## config.mk

```make
export PLATFORM = sky130hd
export DESIGN_NAME = bp_fe_controller_mt
export DESIGN_NICKNAME = d
export VERILOG_FILES = /design/src/rtl/bp_fe_controller_mt.sv
export SDC_FILE = /design/constraint.sdc
export NUM_CORES = 1
export LEC_CHECK = 0
export CORE_AREA = 2 2 94 96
export CTS_BUF_LIST = sky130_fd_sc_hd__clkbuf_16
export CTS_CLUSTER_DIAMETER = 100
export DETAILED_ROUTE_END_ITERATION = 6
export DIE_AREA = 0 0 96 98
export PLACE_DENSITY = 0.73
export SKIP_LAST_GASP = 1
export SYNTH_ARGS = -nofsm -noshare
export SYNTH_HDL_FRONTEND = slang
export SYNTH_SLANG_ARGS = --single-unit
```

## constraint.sdc

```tcl
create_clock -name clk_i -period 3.2 [get_ports clk_i]
set_input_delay 0.64 -clock clk_i [delete_from_list [all_inputs] [get_ports clk_i]]
set_output_delay 0.64 -clock clk_i [all_outputs]
set_load 0.02 [all_outputs]
```

## src/rtl/bp_fe_controller_mt.sv

```systemverilog
// Multithreaded front-end fetch controller: one reset/wait/run/resume FSM per thread,
// round-robin fetch arbitration, per-thread in-flight credits and stale-return dropping.
module bp_fe_controller_mt #(
    parameter int  threads_p     = 2,
    parameter int  vaddr_width_p = 39,
    parameter int  outstanding_p = 2,
    localparam int tid_width_lp  = (threads_p > 1) ? $clog2(threads_p) : 1,
    localparam int cnt_width_lp  = $clog2(outstanding_p + 1)
) (
    input  logic                       clk_i,
    input  logic                       reset_i,
    input  logic                       init_done_i,
    input  logic                       cmd_v_i,
    input  logic [tid_width_lp-1:0]    cmd_tid_i,
    input  logic [2:0]                 cmd_op_i,
    input  logic [vaddr_width_p-1:0]   cmd_npc_i,
    output logic                       cmd_yumi_o,
    output logic                       redirect_v_o,
    output logic [tid_width_lp-1:0]    redirect_tid_o,
    output logic [vaddr_width_p-1:0]   redirect_npc_o,
    output logic                       fetch_v_o,
    output logic [tid_width_lp-1:0]    fetch_tid_o,
    input  logic                       fetch_yumi_i,
    input  logic                       ret_v_i,
    input  logic [tid_width_lp-1:0]    ret_tid_i,
    input  logic                       ret_exc_i,
    input  logic [vaddr_width_p-1:0]   ret_pc_i,
    input  logic [31:0]                ret_instr_i,
    output logic                       fe_queue_v_o,
    output logic [tid_width_lp-1:0]    fe_queue_tid_o,
    output logic                       fe_queue_exc_o,
    output logic [vaddr_width_p-1:0]   fe_queue_pc_o,
    output logic [31:0]                fe_queue_instr_o,
    input  logic                       fe_queue_ready_and_i,
    output logic [2*threads_p-1:0]     thread_state_o
);

    // Handshakes: a command transfers when cmd_v_i && cmd_yumi_o; a fetch issues when
    // fetch_v_o && fetch_yumi_i; a forwarded return is always accepted by the FE queue.
    typedef enum logic [1:0] {
        S_RESET  = 2'd0,
        S_WAIT   = 2'd1,
        S_RUN    = 2'd2,
        S_RESUME = 2'd3
    } state_e;

    typedef logic [tid_width_lp-1:0] tid_t;
    typedef logic [cnt_width_lp-1:0] cnt_t;

    localparam cnt_t       OUT_MAX         = cnt_t'(outstanding_p);
    localparam logic [2:0] OP_STATE_RESET  = 3'd0;
    localparam logic [2:0] OP_PC_REDIRECT  = 3'd1;
    localparam logic [2:0] OP_FILL_RESTART = 3'd2;
    localparam logic [2:0] OP_WAIT         = 3'd3;
    localparam logic [2:0] OP_FENCE        = 3'd4;
    localparam logic [2:0] OP_ATTABOY      = 3'd5;

    state_e state_q [threads_p];
    state_e state_d [threads_p];
    cnt_t   ocnt_q  [threads_p];
    cnt_t   ocnt_d  [threads_p];
    cnt_t   dcnt_q  [threads_p];
    cnt_t   dcnt_d  [threads_p];
    tid_t   rr_q, rr_d;

    logic [threads_p-1:0] cmd_hit, cmd_blk, ret_hit, elig;
    logic                 cmd_fire, grant_v, issue_v, fwd_v, redir_v;
    tid_t                 grant_tid;

    always_comb begin
        int unsigned idx;
        tid_t        idx_tid;
        idx       = 0;
        idx_tid   = '0;
        cmd_fire  = cmd_v_i && !reset_i && ((cmd_op_i != OP_STATE_RESET) || init_done_i);
        grant_v   = 1'b0;
        grant_tid = '0;
        for (int t = 0; t < threads_p; t++) begin
            cmd_hit[t] = cmd_fire && (cmd_tid_i == tid_t'(t));
            cmd_blk[t] = cmd_hit[t] && (cmd_op_i != OP_ATTABOY);
            ret_hit[t] = ret_v_i && !reset_i && (ret_tid_i == tid_t'(t));
            elig[t]    = ((state_q[t] == S_RUN) || (state_q[t] == S_RESUME))
                         && (ocnt_q[t] < OUT_MAX) && !cmd_blk[t]
                         && fe_queue_ready_and_i && !reset_i;
        end
        // Search starts one past the last granted thread and wraps.
        for (int i = 1; i <= threads_p; i++) begin
            idx = 32'(rr_q) + 32'(i);
            if (idx >= threads_p) idx = idx - threads_p;
            idx_tid = tid_t'(idx);
            if (!grant_v && elig[idx_tid]) begin
                grant_v   = 1'b1;
                grant_tid = idx_tid;
            end
        end
    end

    always_comb begin
        logic issue_t, ret_dec, fwd_t;
        issue_t = 1'b0;
        ret_dec = 1'b0;
        fwd_t   = 1'b0;
        issue_v = grant_v && fetch_yumi_i;
        fwd_v   = 1'b0;
        redir_v = 1'b0;
        rr_d    = issue_v ? grant_tid : rr_q;
        for (int t = 0; t < threads_p; t++) begin
            state_d[t] = state_q[t];
            dcnt_d[t]  = dcnt_q[t];
            issue_t    = issue_v && (grant_tid == tid_t'(t));
            ret_dec    = ret_hit[t] && (ocnt_q[t] != '0);
            ocnt_d[t]  = ocnt_q[t] + cnt_t'(issue_t) - cnt_t'(ret_dec);
            fwd_t      = ret_hit[t] && (state_q[t] != S_RESET) && (dcnt_q[t] == '0) && !cmd_blk[t];
            fwd_v      = fwd_v || fwd_t;

            if (ret_hit[t] && !fwd_t && (dcnt_q[t] != '0)) dcnt_d[t] = dcnt_q[t] - 1'b1;
            if (issue_t && (state_q[t] == S_RESUME)) state_d[t] = S_RUN;
            // Everything still in flight after a faulting return belongs to the dead path.
            if (fwd_t && ret_exc_i) begin
                state_d[t] = S_WAIT;
                dcnt_d[t]  = ocnt_d[t];
            end
            if (cmd_hit[t]) begin
                if (cmd_op_i == OP_STATE_RESET) begin
                    state_d[t] = S_RESUME;
                    dcnt_d[t]  = ocnt_d[t];
                end else if (state_q[t] != S_RESET) begin
                    case (cmd_op_i)
                        OP_PC_REDIRECT, OP_FILL_RESTART: begin
                            state_d[t] = S_RUN;
                            dcnt_d[t]  = ocnt_d[t];
                            redir_v    = 1'b1;
                        end
                        OP_WAIT: begin
                            state_d[t] = S_WAIT;
                            dcnt_d[t]  = ocnt_d[t];
                        end
                        OP_FENCE: begin
                            state_d[t] = S_WAIT;
                            dcnt_d[t]  = ocnt_d[t];
                            redir_v    = 1'b1;
                        end
                        default: ;
                    endcase
                end
            end
        end
    end

    always_ff @(posedge clk_i or posedge reset_i) begin
        if (reset_i) begin
            for (int t = 0; t < threads_p; t++) begin
                state_q[t] <= S_RESET;
                ocnt_q[t]  <= '0;
                dcnt_q[t]  <= '0;
            end
            rr_q <= '0;
        end else begin
            for (int t = 0; t < threads_p; t++) begin
                state_q[t] <= state_d[t];
                ocnt_q[t]  <= ocnt_d[t];
                dcnt_q[t]  <= dcnt_d[t];
            end
            rr_q <= rr_d;
        end
    end

    always @(posedge clk_i) begin
        for (int t = 0; t < threads_p; t++) begin
            if (ret_hit[t] && (state_q[t] != S_RESET)) assert (ocnt_q[t] != '0);
        end
    end

    assign cmd_yumi_o       = cmd_fire;
    assign redirect_v_o     = redir_v;
    assign redirect_tid_o   = redir_v ? cmd_tid_i : '0;
    assign redirect_npc_o   = redir_v ? cmd_npc_i : '0;
    assign fetch_v_o        = grant_v;
    assign fetch_tid_o      = grant_tid;
    assign fe_queue_v_o     = fwd_v;
    assign fe_queue_tid_o   = reset_i ? '0 : ret_tid_i;
    assign fe_queue_exc_o   = !reset_i && ret_exc_i;
    assign fe_queue_pc_o    = reset_i ? '0 : ret_pc_i;
    assign fe_queue_instr_o = reset_i ? '0 : ret_instr_i;

    always_comb begin
        thread_state_o = '0;
        for (int t = 0; t < threads_p; t++) thread_state_o[2*t +: 2] = state_q[t];
    end

endmodule

```

**Yosys cells after proc, flatten, opt, wreduce, memory -nomap -nowiden**

Index checks and enable logic that the tools add are counted.

- Flip-flop bits (word level): 13
- Input port bits: 123
- Output and inout bits: 122
- Logic and storage cells: 144

- Add/subtract/negate cells: 10
- $lt $le $gt $ge: 6
- Equal/unequal tests: 9
- Multiplexer cells: 47
- Bitwise operators: 3
- Reduce and logical (&&, ||, !) cells: 62

Operators by type and width:

| operator | count |
|---|---|
| $mux 39 | 2 |
| $mux 2 | 22 |
| $logic_and 1x1->1 | 38 |
| $mux 32 | 1 |
| $mux 1 | 20 |
| $reduce_bool 2->1 | 6 |
| $eq 2x2->1 const B | 4 |
| $pmux 2 s2 | 2 |
| $eq 3x2->1 const B | 2 |
| $logic_not 1->1 | 6 |
| $add 2x1->2 | 2 |
| $logic_not 2->1 | 2 |
| $logic_or 1x1->1 | 4 |
| $lt 1x2->1 const B | 2 |
| $lt 2x2->1 const B | 2 |
| $reduce_or 2->1 | 2 |
| $reduce_or 4->1 | 1 |
| $sub 2x1->2 | 2 |
| $sub 2x1->2 const B | 2 |
| $add 1x2->3 const B | 1 |
| $eq 3x1->1 const B | 1 |
| $eq 3x3->1 const B | 1 |
| $ge 3x2->1 const B | 1 |
| $logic_not 3->1 | 1 |
| 7 further kinds | 10 |

**Depth between registers and ports, before layout**

- Word-level depth: 24
- Mapped depth: 12
- Mapped depth without buffers: 11

**Least setup slack after synthesis**

No wires, ideal clock.

- Path type: input -> register
- From: input port cmd_op_i[1]
- To: register dcnt_q[1] (netlist name)
- Setup time: 125 ps
- Arrival time: 2959 ps
- Required time: 3075 ps
- Slack: 116 ps
- Cell stages on the path: 11
- Path buffers: 1
- Path through: buf_4 or4_4 a41o_1 nor3_4 nand2_1 ha_1 inv_1 ha_1 xnor2_1 xnor2_1 mux2_4

RTL lines:

| item | RTL line | source |
|---|---|---|
| from (decl) | 15 | `input logic [2:0] cmd_op_i,` |
| to (signal, indexed assignment) | 162 | `dcnt_q[t] <= dcnt_d[t];` |
| to (decl) | 62 | `cnt_t dcnt_q [threads_p];` |

**Final worst setup path**

- From: input port cmd_op_i[1]
- To: output port redirect_npc_o[5]

- Longest elaborated chain between the ends: 11
- Elaborated cells between the ends (all ways): 19
- Those cells by class: 3 x eq/ne; 9 x mux; 7 x reduce/logical

RTL lines:

| item | RTL line | source |
|---|---|---|
| $eq 3x3->1 (tied with other cells) | 128 | `case (cmd_op_i)` |
| $reduce_or 3->1 (no line) | - |  |
| $mux 1 | 128 |  |
| $mux 1 | 127 | `end else if (state_q[t] != S_RESET) begin` |
| $mux 1 | 124 | `if (cmd_op_i == OP_STATE_RESET) begin` |
| $mux 1 | 123 | `if (cmd_hit[t]) begin` |
| $mux 1 | 128 |  |
| $mux 1 | 127 |  |
| $mux 1 | 124 |  |
| $mux 1 (*) | 123 |  |
| $mux 39 (*) | 177 | `assign redirect_npc_o = redir_v ? cmd_npc_i : '0;` |
| to (decl) | 20 | `output logic [vaddr_width_p-1:0] redirect_npc_o,` |

Mark *: on every way between the ends. The rest lies on a longest branch, timed or not.

==> impl_metrics.env <==
export IMPL_numCtsBuffers=3
export IMPL_firstDrtPassIters=4
export IMPL_slew_viol_final=0
export IMPL_clkTransAtPathRegs_ns=0.04
export IMPL_clk_latency_ns=0.24
export IMPL_io_pins=245
export IMPL_cp_arrival_ns=2.53
export IMPL_max_stage_delay_ns=0.46
export IMPL_clock_sinks=13
export IMPL_fill_cells=778
export IMPL_p_leak_uw=0.002047
export IMPL_pwr_share_comb=0.639
export IMPL_place_hpwl_um=8226
export IMPL_multi_input_area_um2=1577
export IMPL_core_area_um2=8466
export IMPL_p_sw_frac=0.3919
export IMPL_num_rows=34
export IMPL_hold_class="in -> async"
export IMPL_fin_crit_sh=0.9891
export IMPL_drcViolationCount=0
export IMPL_tightestPinTransition_ns=0.6729
export IMPL_start_util=0.2254
export IMPL_critPathSlowestCell="or4_4"
export IMPL_critPathBufInv=2
export IMPL_syn_instance_count=249
export IMPL_grt_max_degree=74
export IMPL_async_flop_share=1.000
export IMPL_worstPathRequired_ns=2.56
export IMPL_ff2ff_path_depth=11
export IMPL_seq_area_frac_synth=0.1705
export IMPL_finalNetCount=635
export IMPL_cts_tree="done"
export IMPL_cts_root_buf="clkbuf_16"
export IMPL_worstReg2RegEnd="dcnt_q[3]"
export IMPL_place_congestion=0.8955
export IMPL_cts_htree_levels=1
export IMPL_final_hold_violation_count=0
export IMPL_finalClockSkew_ns=0.0009046
export IMPL_synth_edf_count=0
export IMPL_end_kind="primary output"
export IMPL_setup_viol=0
export IMPL_port_buffers=244
export IMPL_grt_pass1_wl_um=14270
export IMPL_netlist_area_um2=1908
export IMPL_finalPower_uw=1533
export IMPL_maxCapViolCount=0
export IMPL_synth_top_area_share=0.2492
export IMPL_area_growth_pct=147.9
export IMPL_drive_gt1_frac=0.1109
export IMPL_powerDensity_nw_per_um2=324.2
export IMPL_start_kind="input port"
export IMPL_power_switching_uw=600.9
export IMPL_synthTopCellsByArea="nor2b_1 (25%), dfrtp_1 (17%), and2_1 (13%)"
export IMPL_num_vias=2712
export IMPL_crit_chain="clkdlybuf4s50_1 > or4_4 > and2_2 > o2111a_2 > and2_1 > dlygate4sd2_1"
export IMPL_routed_wl_um=10120
export IMPL_yosys_cell_types_count=45
export IMPL_ir_worst_vdd_uv=170.1
export IMPL_place_area_um2=4501
export IMPL_syn_avg_cell_area_um2=7.663
export IMPL_die_h_um=98
export IMPL_regArea_um2=325.3
export IMPL_stdcell_area_um2=4730
export IMPL_die_w_um=96
export IMPL_rr_startpoint="thread_state_o[1]"
export IMPL_wl_per_cell_um=16.46
export IMPL_grt_usage=0.1966
export IMPL_max_clock_path_buffers=2
export IMPL_drtIter0Drc=99
export IMPL_max_slew_margin_rel=0.5514
export IMPL_clock_power_share=0.151
export IMPL_yosysWarnings=0
export IMPL_status="finished, final reports clean"
export IMPL_intPower_uw=932.5
export IMPL_drtAntennaViolNets=0
export IMPL_yosysTopAreaCell="nor2b_1"
export IMPL_cts_hold_buf=0
export IMPL_ys_flop_type="dfrtp_1"
export IMPL_pwr_share_seq=0.210
export IMPL_grt_antenna_before_repair=5
export IMPL_worst_path_max_fanout=10
export IMPL_overflow=0
export IMPL_r2r_slack_ns=0.54
export IMPL_fmax_ghz=0.3159
export IMPL_grt_pass1_vias=2764
export IMPL_die_area_um2=9408
export IMPL_period_minus_slack_ns=3.165
export IMPL_cp_top_family="simple AND/OR/NAND/NOR gates"
export IMPL_synthesis_nets=378
export IMPL_worst_setup_path_type="in -> out"
export IMPL_viasPerCell=4.410
export IMPL_ys_seq_elements=13
## cells by family (layout without fill, tap and decap cells)
logic type      count (synthesis)  in the layout  share of synthesized area
simple gates                  155            155                     0.4977
compound gates                 31             35                     0.1292
buf+inv                        29            281                    0.08262
flops                          13             13                     0.1705
xor+xnor                        8              8                    0.03672
mux                             7              7                    0.04393
fa+ha+maj                       6              6                    0.03934
other cells                     0              2                          0
## routing by layer
| layer | part of all wire | vias to the layer above | GRT usage |
|---|---|---|---|
| met2 | 0.51 | 139 | 0.3632 |
| met3 | 0.13 | 12 | 0.1011 |
| met4 | 0.0086 | 4 | 0.02967 |
| li1 | - | 1340 | - |
| met1 | 0.36 | 1217 | 0.1962 |
| met5 | 0.0024 | - | 0 |
## through the flow
step	hold WS [ns]	utilization	setup TNS, ns	worst slack [ns]	instances
after global placement	0.5140	0.5316	-9.921	-0.3254	602
after CTS	0.5271	0.5433	-1.554	-0.08577	610
after detailed placement	0.5306	0.5316	-11.79	-0.4399	602
final	0.5334	0.5587	0	0.03488	615
after global routing	0.5549	0.5584	-0.03009	-0.01773	614
after floorplan	0.4781	-	0	0.1155	249
## cell usage in the layout (no fill, tap or decap), types with 2 or more instances in the layout
cell type / count
a21boi_0: 3
a2bb2oi_1: 2
a31oi_1: 2
and2_1: 40
buf_4: 20
buf_6: 2
clkbuf_16: 3
clkdlybuf4s15_1: 11
clkdlybuf4s50_1: 196
dfrtp_1: 13
diode_2: 2
dlygate4sd2_1: 33
dlymetal6s2s_1: 2
ha_1: 3
ha_4: 2
inv_1: 13
mux2_1: 2
mux2_4: 2
mux2i_1: 2
nand2_1: 5
nand2_4: 2
nand3b_1: 3
nor2_1: 15
nor2b_1: 75
nor3b_1: 2
o2111a_2: 4
o211ai_1: 3
o21a_1: 2
o21ai_0: 5
o21ai_2: 3
xnor2_1: 3
xnor2_2: 3
## area by class of cell
class                           instances  area share
Timing Repair Buffer                  265      0.5421
Multi-Input combinational cell        211      0.3333
Sequential cell                        13     0.06878
Tap cell                              108     0.02857
Clock buffer                            3     0.01587
Inverter                               12    0.009524
Antenna cell                            2    0.001058
Clock inverter                          1   0.0007937
## worst max path at each step
stage,startpoint,endpoint,slack [ns],cells after the start
final,cmd_op_i[1],redirect_npc_o[5],0.03,6
after floorplan,cmd_op_i[1],dcnt_q[1],0.12,11
after global routing,cmd_op_i[1],dcnt_q[3],-0.02,13
after detailed placement,cmd_op_i[0],dcnt_q[3],-0.44,13
after global placement,cmd_op_i[0],dcnt_q[3],-0.33,13
after CTS,cmd_op_i[2],redirect_npc_o[2],-0.09,6
## power groups by stage
stage | Clock, uW | Sequential (uW) | Combinational (uW)
6_report | 232 | 322 | 980
5_1_grt | 250 | 335 | 1060
3_5_place_dp | 0 | 316 | 934
3_3_place_gp | 0 | 313 | 916
4_1_cts | 236 | 316 | 948
2_1_floorplan | 0 | 326 | 468
## repair_timing
item	in CTS	in global routing
resized for setup	61	19
pin swaps	1	9
setup endpoints to repair	46	45
cloned	3	1
setup buffers	1	2
## flip-flops by register name (all words and copies together), names as in the netlist
register        flops
dcnt_q              4
ocnt_q              4
rr_q                1
thread_state_o      4
## synth_stat cells, drive strengths merged, types with 2 or more instances
cell type / count
buf: 7
inv: 12
o21ai: 9
nand3: 2
xor2: 2
mux2i: 2
mux2: 5
ha: 6
a2bb2oi: 2
nor3: 2
nor2b: 76
and2: 41
nor2: 15
nand3b: 3
dfrtp: 13
clkbuf: 10
o21a: 2
nor3b: 2
nand2: 8
o211ai: 3
xnor2: 6
a21boi: 3
a31oi: 2
## worst min-delay path, stage by stage
cell	delay (ns)
buf_2	0.15
inv_1	0.11
buf_4	0.23
(Power assumes the default switching activity.)
